--- src/rtl/banked_regfile.sv ---
// Register file with a shadow bank for the upper indices, swapped in while an
// interrupt is being serviced, plus one unbanked index mapped to an IO port.
module banked_regfile #(
  parameter int WIDTH     = 8,
  parameter int NREGS     = 4,
  parameter int BANK_BASE = 2,
  parameter int IO_IDX    = 1,
  localparam int S        = $clog2(NREGS)
) (
  input  logic               clk,
  input  logic               rst,
  input  logic               wr_en,
  input  logic [S-1:0]       wr_sel,
  input  logic [WIDTH-1:0]   wr_data,
  input  logic [S-1:0]       rd_sel_a,
  input  logic [S-1:0]       rd_sel_b,
  output logic [WIDTH-1:0]   rd_a,
  output logic [WIDTH-1:0]   rd_b,
  input  logic               int_req,
  input  logic               ienabled,
  input  logic               int_ret,
  input  logic [2*WIDTH-1:0] ret_addr,
  output logic               int_ack,
  output logic               in_int,
  input  logic [WIDTH-1:0]   io_in,
  output logic [WIDTH-1:0]   io_out,
  output logic               ior,
  output logic               iow
);

  localparam int NSHAD = NREGS - BANK_BASE;

  typedef enum logic [1:0] {
    IDLE   = 2'd0,
    ENTRY  = 2'd1,
    ACTIVE = 2'd2,
    EXIT   = 2'd3
  } state_t;

  state_t           state_q, state_d;
  logic [WIDTH-1:0] main_q   [NREGS];
  logic [WIDTH-1:0] main_d   [NREGS];
  logic [WIDTH-1:0] shadow_q [NSHAD];
  logic [WIDTH-1:0] shadow_d [NSHAD];
  logic [WIDTH-1:0] io_out_q, io_out_d;
  logic             iow_q, iow_d;
  logic             wr_io;
  logic [WIDTH-1:0] rd_a_store, rd_b_store;

  assign in_int  = (state_q == ACTIVE) || (state_q == EXIT);
  assign int_ack = (state_q == ENTRY);
  assign wr_io   = wr_en && (wr_sel == S'(IO_IDX));
  assign io_out  = io_out_q;
  assign iow     = iow_q;
  assign ior     = (rd_sel_a == S'(IO_IDX));

  always_comb begin
    state_d = state_q;
    unique case (state_q)
      IDLE:    if (int_req && ienabled) state_d = ENTRY;
      ENTRY:   state_d = ACTIVE;
      ACTIVE:  if (int_ret) state_d = EXIT;
      EXIT:    state_d = IDLE;
      default: state_d = IDLE;
    endcase
  end

  // Bank steering follows in_int, so ENTRY writes land in main and EXIT writes in shadow.
  always_comb begin
    for (int i = 0; i < NREGS; i++) begin
      main_d[i] = main_q[i];
      if (wr_en && (wr_sel == S'(i)) && !(in_int && (i >= BANK_BASE)))
        main_d[i] = wr_data;
    end
    for (int i = 0; i < NSHAD; i++) begin
      shadow_d[i] = shadow_q[i];
      if (wr_en && in_int && (wr_sel == S'(i + BANK_BASE)))
        shadow_d[i] = wr_data;
    end
    if (state_q == ENTRY) begin
      shadow_d[0] = ret_addr[WIDTH-1:0];
      shadow_d[1] = ret_addr[2*WIDTH-1:WIDTH];
    end
    io_out_d = wr_io ? wr_data : io_out_q;
    iow_d    = wr_io;
  end

  always_comb begin
    rd_a_store = '0;
    rd_b_store = '0;
    for (int i = 0; i < NREGS; i++) begin
      if (rd_sel_a == S'(i)) rd_a_store = main_q[i];
      if (rd_sel_b == S'(i)) rd_b_store = main_q[i];
    end
    for (int i = 0; i < NSHAD; i++) begin
      if (in_int && (rd_sel_a == S'(i + BANK_BASE))) rd_a_store = shadow_q[i];
      if (in_int && (rd_sel_b == S'(i + BANK_BASE))) rd_b_store = shadow_q[i];
    end
  end

  // Port A sees the live external input at the IO index; port B sees the stored copy.
  assign rd_a = ior ? io_in : rd_a_store;
  assign rd_b = rd_b_store;

  always_ff @(posedge clk) begin
    if (rst) begin
      state_q  <= IDLE;
      io_out_q <= '0;
      iow_q    <= 1'b0;
      for (int i = 0; i < NREGS; i++) main_q[i] <= '0;
      for (int i = 0; i < NSHAD; i++) shadow_q[i] <= '0;
    end else begin
      state_q  <= state_d;
      io_out_q <= io_out_d;
      iow_q    <= iow_d;
      main_q   <= main_d;
      shadow_q <= shadow_d;
    end
  end

endmodule

--- config.mk ---
export PLATFORM = sky130hd
export DESIGN_NAME = banked_regfile
export DESIGN_NICKNAME = d
export VERILOG_FILES = /design/src/rtl/banked_regfile.sv
export SDC_FILE = /design/constraint.sdc
export NUM_CORES = 1
export LEC_CHECK = 0
export ABC_CLOCK_PERIOD_IN_PS = 3300
export CORE_ASPECT_RATIO = 1.4
export CORE_MARGIN = 3
export CORE_UTILIZATION = 40
export DETAILED_ROUTE_END_ITERATION = 10
export PLACE_DENSITY = 0.68
export SLEW_MARGIN = 20
export SYNTH_ARGS = -nofsm -noshare
export SYNTH_HDL_FRONTEND = slang
export SYNTH_SLANG_ARGS = --single-unit
--- constraint.sdc ---
create_clock -name clk -period 3.3 [get_ports clk]
set_clock_uncertainty 0.15 [all_clocks]
set_input_delay 0.66 -clock clk [delete_from_list [all_inputs] [get_ports clk]]
set_output_delay 0.66 -clock clk [all_outputs]
set_load 0.03 [all_outputs]
Word level (Yosys, flattened, before mapping)

Index checks and enable logic that the tools add are counted.

Output and inout port bits: 28
Register bits: 51
Input bits: 44

Reductions and logical operators: 23
Mux-type cells: 18
Equal/unequal tests: 14

Operators by type and width:

| kind                 | number |
|---|---|
| $mux W8              | 14 |
| $eq A2 B2 Y1 const B | 8 |
| $mux W16             | 1 |
| $logic_and A1 B1 Y1  | 14 |
| $eq A2 B1 Y1 const B | 4 |
| $logic_not A2 Y1     | 4 |
| $pmux W2 S4          | 1 |
| $mux W2              | 2 |
| $ne A2 B2 Y1 const B | 2 |
| $reduce_bool A2 Y1   | 2 |
| $reduce_and A2 Y1    | 1 |
| $logic_not A1 Y1     | 1 |
| $logic_or A1 B1 Y1   | 1 |

Longest topological paths before layout

Gate-level depths: netlist of run 1.

Word-level depth: 7
Gate-level depth with buffers: 8

Least setup slack after synthesis of run 1

OpenSTA, ideal clock, no wires.

Kind: reg2out
Start: register state_q[0]
End: output rd_b[5]
Arrival time: 1.948 ns
Data required time: 2.490 ns
Path slack: 0.542 ns
Stages on the path, launching flop included: 8
Cells stage by stage: dfxtp_1 inv_1 ha_1 buf_2 nor2_4 buf_6 mux4_2 a21o_1

Cells in the longest elaborated chain, start to end: 5

RTL lines:

| item                   | line | text |
|---|---|---|
| from (decl)            | 40   | `state_t state_q, state_d;` |
| from (signal assigned) | 113  | `state_q <= state_d;` |
| $eq A2 B2 Y1           | 50   | `assign in_int = (state_q == ACTIVE) \|\| (state_q == EXIT);` |
| $logic_or A1 B1 Y1 *   | 50   |  |
| $logic_and A1 B1 Y1    | 97   | `if (in_int && (rd_sel_b == S'(i + BANK_BASE))) rd_b_store = shadow_q[i];` |
| $mux W8                | 97   |  |
| $mux W8 *              | 97   |  |
| to (decl)              | 18   | `output logic [WIDTH-1:0] rd_b,` |

Mark *: on every way between the ends. The rest lies on a longest branch, timed or not.

Worst setup path in the final report of run 1

Ends and elaborated chain as after synthesis.

==> results of run 1 <==
-- worst register-to-register path, delay by kind of cell (launching register included) --
| kind | cells | cell delay, ns |
|---|---|---|
| AND/OR/NAND/NOR | 1 | 0.54 |
| buffers and inverters | 2 | 0.29 |
| AO/OA/AOI/OAI | 2 | 0.44 |
| flip-flops | 1 | 0.37 |
| adder cells (fa/ha/maj) | 1 | 0.24 |
-- cells in the mapped netlist (all sizes together), types with 10 or more instances --
library cell / number
dfxtp: 51
a21oi: 34
nor2: 28
o21ai: 25
mux2i: 24
clkbuf: 23
buf: 20
nand3: 17
a32oi: 16
inv: 12
nor2b: 10
-- report_power, final --
part	total, mW	internal, mW	switching (mW)
registers	0.784	0.701	0.0829
clock network	0.377	0.153	0.224
logic	0.879	0.395	0.484
total	2.04	1.25	0.790
-- registers in the layout, indices dropped and copies added (netlist names) --
signal,cells
main_q,24
shadow_q,16
io_out,8
state_q,2
iow,1
-- stage by stage --
| step | power, mW | setup slack (ns) | TNS [ns] |
|---|---|---|---|
| after floorplan | 1.388 | 0.5421 | 0 |
| after global placement | 1.660 | -0.07075 | -0.1590 |
| after detailed placement | 1.683 | -0.07503 | -0.2838 |
| after CTS | 2.045 | 0.02730 | 0 |
| after global routing | 2.167 | -0.0002889 | -0.0002889 |
| final | 2.039 | 0.1037 | 0 |
-- how the worst min path moves through the flow --
stage                     slack [ns]         end  cells after the start  startpoint
final                           0.35  main_q[12]                      2  main_q[12]
after global routing            0.38   main_q[4]                      2   main_q[4]
after CTS                       0.35  main_q[12]                      2  main_q[12]
after detailed placement        0.33  main_q[12]                      2  main_q[12]
after global placement          0.33  main_q[12]                      2  main_q[12]
after floorplan                 0.31   main_q[1]                      2   main_q[1]
-- cell type report --
class / count / area share, %
clock buffer: 6 / 1.833
clock inverter: 2 / 0.4107
multi-input combinational: 251 / 46.10
tap: 97 / 3.065
sequential: 51 / 25.81
timing repair buffer: 91 / 21.64
inverter: 12 / 1.137
-- logic make-up after synthesis --
| family | Yosys count |
|---|---|
| compound gates | 137 |
| simple gates | 77 |
| mux | 32 |
| flops | 51 |
| buf+inv | 55 |
| fa+ha+maj | 5 |
-- per-layer routing --
| metal | global-route usage [%] | vias to the layer above |
|---|---|---|
| met3 | 3.089 | 10 |
| met1 | 25.53 | 1407 |
| li1 | - | 1430 |
| met4 | 6.280 | 0 |
| met5 | 0 | - |
| met2 | 32.94 | 91 |
-- timing repair --
item                                    in CTS  in global routing
pin swaps                                    0                  0
resized for setup                           15                 13
endpoints found under the hold margin        0                  0
endpoints found under the setup margin      13                  8
==> key figures, run 1 <==
Place
  • DP Wirelength: 6.344 mm
  • Total placed instance area: 0.003905 sq mm
  • Inst Count DP: 502
  • Port Buffers: 71
  • GPL Wtd Cong: 0.9184

Routing
  • Via count: 2938
  • Final ANT Viol Nets: 0
  • M1 WL: 3.608 mm
  • WL/cell: 16.50 um
  • Met3 routed WL: 484 um
  • Pre-antenna DRT Iters: 4
  • Top sig layer: met4
  • Met2 wire length: 4.195 mm
  • Drt via density: 5.761
  • 1st-iter DRT viols: 164
  • # DRC: 0
  • Routed wire length: 8.415 mm

Synthesis
  • Post-synthesis simple-gate area fraction: 12.86%
  • Synth warnings: 0
  • Post-Synth XOR/XNOR Area: 0%
  • Post-synth EDFFs: 0
  • Post-Syn Area: 0.003103 sq mm
  • Post-Syn Area per Cell: 8.692 sq um
  • Synth Register Bits: 51
  • Top-area cell type share of the netlist area: 32.90%
  • Cells after Synth: 357
  • Synth async-reset ratio: 0%
  • Proportion of synthesized area in mux cells: 13.67%
  • Post-Synth Adder-Cell Area: 2.016%
  • Syn Nets: 406
  • Combinational family with the most area after synthesis: compound AO/OA/AOI/OAI gates
  • Seq/Total Area, Yosys: 32.90%
  • Compound-Gate Fraction of Synth Area: 30.20%
  • Synth area leader: dfxtp_1
  • Synth top area cells: dfxtp_1, mux2i_1, a21oi_1, mux4_2, a32oi_1
  • Distinct cell type count after synthesis: 36
  • Primary FF master, synth: dfxtp_1

GRT
  • Vias in the first global route: 2801
  • Pin count of the biggest net entering global routing: 52
  • First-pass GRT wire length: 13.69 mm
  • Antenna violations before repair: 0
  • GRT overflow: 0
  • GRT Total Usage: 19.55%

Clock tree
  • CTS H-tree depth: 2
  • Post-CTS Setup Bufs: 0
  • Cts hold-fix bufs: 0
  • Reg clk slew, reported paths: 0.10 ns
  • Clock sink count: 51
  • CTS tree: yes
  • Clock Latency Late Sink: 0.31 ns
  • Clock buffer depth: 2
  • Clock root buffer master: clkbuf_8
  • CTS buffer count: 5

Floorplan
  • Height of the chip: 110.2 um
  • Chip Width: 80.44 um
  • FP Rows: 37
  • Io pins: 72
  • Die Area: 0.008866 sq mm
  • Initial core utilization: 41.63%
  • Core Region: 0.007453 sq mm

Finish
  • Commonest cells after routing, fill and taps aside: clkdlybuf4s50_1, dfxtp_1, a21oi_1, nor2_1
  • Fillers: 725
  • Finished Core Util: 53.13%
  • Area grow syn2layout: 27.62%
  • Area of the multi-input gates: 0.001826 sq mm
  • Final cell area excluding filler cells: 0.003960 sq mm
  • Layout cells sized above 1: 13.80%
  • Diode count: 0
  • Commonest non-fill, non-tap cell in the layout: clkdlybuf4s50_1
  • Fin cells: 510
  • Sequential cell area: 0.001022 sq mm
  • Nets: 461

Critical path
  • Worst setup path end: rd_b[5]
  • Bufs and invs on worst path: 3
  • R2r setup slk: 1.15 ns
  • Slowest stage cell on the critical path: mux4_2
  • R2r endpoint: main_q[14]
  • Worst setup startpoint: state_q[0]
  • CP Launch Type: flop
  • Critical R2R Launch: state_q[0]
  • Crit Path Max Fanout: 25
  • Stages on worst setup path: 7
  • CP top delay family: buffers and inverters
  • Arrival @ worst endpoint: 2.39 ns
  • CP Cell Sequence: inv_1, ha_1, nor2_4, buf_12, mux4_2, a21o_1, dlygate4sd2_1
  • Setup crit end kind: output port
  • Largest stage delay, worst path: 0.52 ns
  • Critical path type: flop to output port
  • Required @ worst endpoint: 2.49 ns
  • R2R cell count: 6

Power
  • Worst IR drop on VDD: 0.4654 mV
  • Pwr per Cell Area: 515.0 mW/mm^2
  • Pleak: 1.558 nW

Timing
  • Worst-Margin Slew: 0.8149 ns
  • Final Critical Period: 3.196 ns
  • # setup viols final: 0
  • Max-slew violation count: 0
  • RSZ-0062 raised after global routing: true
  • Fmax: 0.3129 GHz
  • Slew headroom: 45.62%
  • Final Cycle Share: 96.86%
  • Hold Violations, Final: 0
  • Fin Hold WS: 0.3459 ns

Worst hold path
  • Worst hold path type: flop to flop

Run
  • Max Cap Viol: 0

Status
  • Outcome: complete, no violations
Power figures use the tool's default switching activity.
==> inputs of run 2 (changes only) <==
==> constraint.sdc (replaced) <==
create_clock -name clk -period 3.3 [get_ports clk]
set_clock_uncertainty 0.15 [all_clocks]
set_input_delay 0.33 -clock clk [delete_from_list [all_inputs] [get_ports clk]]
set_output_delay 0.33 -clock clk [all_outputs]
set_load 0.03 [all_outputs]
==> run 2 against run 1 <==
Sequential share of layout area is 0.17 points higher. Count of clock-buffer cells in the layout fell by 1. Setup slack gained 0.0068 ns. Register-to-register slack got worse by 0.06 ns. Cell count decreased by 1.4%. Critical path type unchanged. Highest routed layer unchanged. First-iteration DRC count rose by 28%. Clock power about the same. Critical path depth is the same. Global-route usage down 0.51 points. Worst hold slack improved by 0.0033 ns. Via count decreased by 3.0%. Largest cell class unchanged. Sequential power about the same.
==> key figures, run 2 (synthesis gave the netlist of run 1 again) <==
GRT
  • GRT Total Usage: 19.05%
  • Vias in the first global route: 2674
  • Pin count of the biggest net entering global routing: 52
  • First-pass GRT wire length: 13.32 mm
  • GRT overflow: 0
  • Antenna violations before repair: 0

Finish
  • Commonest cells after routing, fill and taps aside: clkdlybuf4s50_1, dfxtp_1, a21oi_1, nor2_1
  • Fillers: 710
  • Final cell area excluding filler cells: 0.003929 sq mm
  • Most flops, register: main_q
  • Commonest non-fill, non-tap cell in the layout: clkdlybuf4s50_1
  • Fin cells: 503
  • Diode count: 0
  • Layout cells sized above 1: 9.606%
  • Finished Core Util: 52.71%
  • Area grow syn2layout: 26.61%
  • Max FFs per register: 24
  • Nets: 454

Worst hold path
  • Worst hold path type: flop to flop
  • Hold Path Cell Cnt: 2
  • Hold Path End: main_q[9]
  • HP Start: main_q[9]

Floorplan
  • Height of the chip: 110.2 um
  • Core Region: 0.007453 sq mm
  • FP Rows: 37
  • Initial core utilization: 41.63%
  • Die Area: 0.008866 sq mm
  • Chip Width: 80.44 um
  • Io pins: 72

Critical path
  • Critical R2R Launch: state_q[0]
  • CP Launch Type: flop
  • Setup crit end kind: output port
  • CP Cell Sequence: inv_1, ha_1, nor2_4, buf_12, mux4_1, a21o_1, clkdlybuf4s50_1
  • Arrival @ worst endpoint: 2.71 ns
  • R2r endpoint: main_q[13]
  • Stages on worst setup path: 7
  • Required @ worst endpoint: 2.82 ns
  • Largest stage delay, worst path: 0.59 ns
  • CP top delay family: buffers and inverters
  • Crit Path Max Fanout: 25
  • Bufs and invs on worst path: 3
  • Slowest stage cell on the critical path: clkdlybuf4s50_1
  • R2R cell count: 6
  • Critical path type: flop to output port
  • R2r setup slk: 1.09 ns

Clock tree
  • Clock root buffer master: clkbuf_8
  • Post-CTS Setup Bufs: 0
  • Reg clk slew, reported paths: 0.10 ns
  • Clock sink count: 51
  • CTS H-tree depth: 2
  • Clock Latency Late Sink: 0.31 ns
  • CTS tree: yes
  • Clock buffer depth: 2
  • CTS buffer count: 5
  • Post-CTS Resized: 0
  • Cts hold-fix bufs: 0

Place
  • Total placed instance area: 0.003837 sq mm
  • Setup WS pre-CTS: 0.4271 ns
  • DP Wirelength: 6.196 mm
  • GPL Wtd Cong: 0.8770
  • Inst Count DP: 495
  • Port Buffers: 71

Routing
  • Drt via density: 5.666
  • Via count: 2850
  • Pre-antenna DRT Iters: 5
  • 1st-iter DRT viols: 210
  • # DRC: 0
  • Final ANT Viol Nets: 0
  • WL/cell: 16.58 um
  • Routed wire length: 8.339 mm

Timing
  • Fin Hold WS: 0.3493 ns
  • RSZ-0062 raised after global routing: false
  • Worst-Margin Slew: 0.7199 ns
  • Final Critical Period: 3.190 ns
  • Worst setup margin: 0.1105 ns
  • Slew headroom: 51.96%
  • Hold Violations, Final: 0
  • Setup TNS: 0 ns
  • Max-slew violation count: 0
  • Fmax: 0.3135 GHz
  • # setup viols final: 0
  • Final Cycle Share: 96.65%

Power
  • Pleak: 1.499 nW
  • Total power: 2.052 mW
  • Pwr per Cell Area: 522.3 mW/mm^2
  • Worst IR drop on VDD: 0.3011 mV

Run
  • Max Cap Viol: 0

Status
  • Outcome: complete, no violations
run 2: worst register-to-register path: cells and delay by family, from the launching register on:
family	cells	cell delay, ns
AOI/OAI and AO/OA	2	0.45
adders and majority gates	1	0.24
buffers and inverters	2	0.31
DFF	1	0.39
and+or+nand+nor	1	0.55
run 2: routing by layer:
layer / global-route usage, % / vias up / share of wire, %
li1: - / 1413 / -
met1: 25.68 / 1330 / 42
met2: 31.46 / 96 / 50
met3: 2.276 / 11 / 6.0
met4: 6.522 / 0 / 1.3
met5: 0 / - / 0
run 2: worst max-delay path by stage:
stage	slack, ns	endpoint	start
floorplan	0.87	rd_b[5]	state_q[0]
detailed placement	0.43	rd_a[1]	rd_sel_a[1]
CTS	0.09	rd_b[1]	state_q[0]
global placement	0.49	rd_b[1]	state_q[0]
finish	0.11	rd_b[1]	state_q[0]
global route	0.01	rd_b[1]	state_q[0]
run 2: layout make-up:
class	instances	area, sq um	share of cell area (%)
inverter	12	45.04	1.146
clock inverter	3	22.52	0.5732
multi-input combinational	251	1829	46.56
timing repair buffer	84	820.8	20.89
sequential	51	1021	25.99
clock buffer	5	68.82	1.752
tap	97	121.4	3.089
run 2: report_power, final:
part           leakage (nW)  switching [mW]  total [mW]  internal [mW]
combinational          1.03           0.485       0.890          0.405
clock                0.0489           0.224       0.378          0.154
sequential            0.415          0.0844       0.784          0.700
total                  1.50           0.793        2.05           1.26
==> inputs of run 3 (changes only) <==
--- a/config.mk
+++ b/config.mk
@@ -5,9 +5,9 @@
 export SDC_FILE = /design/constraint.sdc
 export NUM_CORES = 1
 export LEC_CHECK = 0
-export ABC_CLOCK_PERIOD_IN_PS = 3300
+export ABC_CLOCK_PERIOD_IN_PS = 3100
 export CORE_ASPECT_RATIO = 1.4
-export CORE_MARGIN = 3
+export CORE_MARGIN = 2
 export CORE_UTILIZATION = 40
 export DETAILED_ROUTE_END_ITERATION = 10
 export PLACE_DENSITY = 0.68
==> constraint.sdc (replaced) <==
create_clock -name clk -period 3.1 [get_ports clk]
set_clock_uncertainty 0.15 [all_clocks]
set_input_delay 0.31 -clock clk [delete_from_list [all_inputs] [get_ports clk]]
set_output_delay 0.31 -clock clk [all_outputs]
set_load 0.03 [all_outputs]
==> run 3 against run 2 <==
Sequential share of layout area down 0.11 points. Critical endpoint is now rd_b[4]. Utilization down 1.2 points. Largest cell class unchanged. First-iteration DRC count up 2.4%. Non-clock buffer count is 3 higher. Die area is 4.3% lower. Via count is 4.6% higher. Critical path depth stayed put. Combinational power is 7.6% higher. Routed wire length grew 3.0%. Clock power grew 8.2%. Flip-flop and latch count stayed put.
==> key figures, run 3 (synthesis gave the netlist of run 1 again) <==
Routing
  • Drt via density: 5.857
  • Via count: 2981
  • Routed wire length: 8.590 mm
  • 1st-iter DRT viols: 215
  • # DRC: 0
  • Pre-antenna DRT Iters: 5
  • WL/cell: 16.88 um
  • Final ANT Viol Nets: 0

Power
  • Pint: 1.341 mW
  • Sequential power share: 38.1%
  • Worst IR drop on VDD: 0.2703 mV
  • Switching Share: 39.23%
  • Combinational Power Share: 43.4%
  • Clock power frac: 18.5%
  • Switching power: 0.8658 mW
  • Pwr per Cell Area: 559.4 mW/mm^2
  • Pleak: 1.621 nW

Clock tree
  • CTS H-tree depth: 2
  • Clock root buffer master: clkbuf_8
  • Reg clk slew, reported paths: 0.10 ns
  • Clock Latency Late Sink: 0.32 ns
  • Clock buffer depth: 2
  • CTS tree: yes
  • Clock sink count: 51
  • CTS buffer count: 5

GRT
  • GRT overflow: 0
  • GRT Total Usage: 20.24%
  • Pin count of the biggest net entering global routing: 52
  • Antenna violations before repair: 0
  • Vias in the first global route: 2789
  • First-pass GRT wire length: 13.63 mm

Critical path
  • Arrival @ worst endpoint: 2.46 ns
  • CP Launch Type: flop
  • Required @ worst endpoint: 2.64 ns
  • Worst setup startpoint: state_q[0]
  • Critical R2R Launch: state_q[0]
  • Setup crit end kind: output port
  • Crit Path Max Fanout: 13
  • Critical path type: flop to output port

Place
  • Port Buffers: 71
  • GPL Wtd Cong: 0.8216
  • DP Wirelength: 6.367 mm

Timing
  • Hold Violations, Final: 0
  • Fmax: 0.3426 GHz
  • Max-slew violation count: 0
  • Setup TNS: 0 ns
  • Worst-Margin Slew: 0.8003 ns
  • Slew headroom: 46.59%
  • RSZ-0062 raised after global routing: false
  • Final Critical Period: 2.919 ns
  • Final Cycle Share: 94.16%
  • Fin Hold WS: 0.3574 ns
  • # setup viols final: 0

Finish
  • Layout cells sized above 1: 10.27%
  • Max FFs per register: 24
  • Area grow syn2layout: 27.14%
  • Fillers: 747
  • Diode count: 0
  • Commonest non-fill, non-tap cell in the layout: clkdlybuf4s50_1
  • Commonest cells after routing, fill and taps aside: clkdlybuf4s50_1, dfxtp_1, a21oi_1, nor2_1
  • Nets: 457
  • Most flops, register: main_q

Status
  • Outcome: complete, no violations

Run
  • Max Cap Viol: 0

Floorplan
  • Io pins: 72
  • Chip Width: 78.44 um
  • Die Area: 0.008488 sq mm
  • Height of the chip: 108.2 um
  • Initial core utilization: 40.54%
  • FP Rows: 38
  • Core Region: 0.007655 sq mm

Worst hold path
  • Worst hold path type: flop to flop
  • HP Start: main_q[3]
==> run 3: repair_timing <==
| action | in CTS | in global routing |
|---|---|---|
| setup buffers | 0 | 0 |
| pin swaps | 0 | 0 |
| gates resized for setup | 11 | 6 |
| setup endpoints to repair | 11 | 6 |
| endpoints found under the hold margin | 0 | 0 |
| hold buffers | 0 | 0 |
==> run 3: power by group through the flow <==
stage / Combinational, mW / Clock, mW / Sequential, mW
global route: 1.03 / 0.445 / 0.850
CTS: 0.954 / 0.415 / 0.837
detailed placement: 0.961 / 0 / 0.852
floorplan: 0.667 / 0 / 0.810
finish: 0.958 / 0.409 / 0.840
global placement: 0.942 / 0 / 0.846
==> run 3: final timing paths <==
check,to,slack [ns],cells past startpoint
hold / removal,main_q[3],0.36,2
hold reg to reg,main_q[3],0.36,2
setup / recovery,rd_b[4],0.18,7
setup reg to reg,main_q[5],0.83,6
==> run 3: cell type report <==
cell class | count | area [sq um] | share of cell area [%]
Multi-Input combinational cell | 251 | 1829 | 46.37
Tap cell | 100 | 125.1 | 3.172
Clock buffer | 5 | 68.82 | 1.744
Sequential cell | 51 | 1021 | 25.88
Clock inverter | 3 | 22.52 | 0.5709
Inverter | 12 | 45.04 | 1.142
Timing Repair Buffer | 87 | 833.3 | 21.12
==> run 3: metal layers <==
layer / wire [um] / vias up / global-route usage [%] / part of all wire [%]
li1: - / 1421 / - / -
met1: 3633 / 1422 / 25.69 / 42
met2: 4216 / 120 / 34.61 / 49
met3: 547 / 18 / 3.088 / 6.4
met4: 192 / 0 / 7.644 / 2.2
met5: 0 / - / 0 / 0
==> run 3: worst max-delay path, cell delays in order (launching register included) <==
cell,delay [ns]
dfxtp_1,0.40
inv_1,0.10
ha_1,0.25
nor2_4,0.15
buf_6,0.18
mux4_2,0.52
a21o_1,0.18
dlygate4sd2_1,0.35
==> run 3: through the flow <==
| stage | setup WS, ns | instances | cell area, sq um | total power, mW | utilization [%] |
|---|---|---|---|---|---|
| after CTS | 0.007147 | 509 | 3929 | 2.206 | 51.32 |
| after global placement | 0.3143 | 501 | 3851 | 1.788 | 50.31 |
| after detailed placement | 0.2571 | 501 | 3851 | 1.813 | 50.31 |
| after floorplan | 0.6921 | 357 | 3103 | 1.478 | - |
| final | 0.1810 | 509 | 3945 | 2.207 | 51.54 |
| after global routing | 0.04275 | 509 | 3945 | 2.329 | 51.54 |
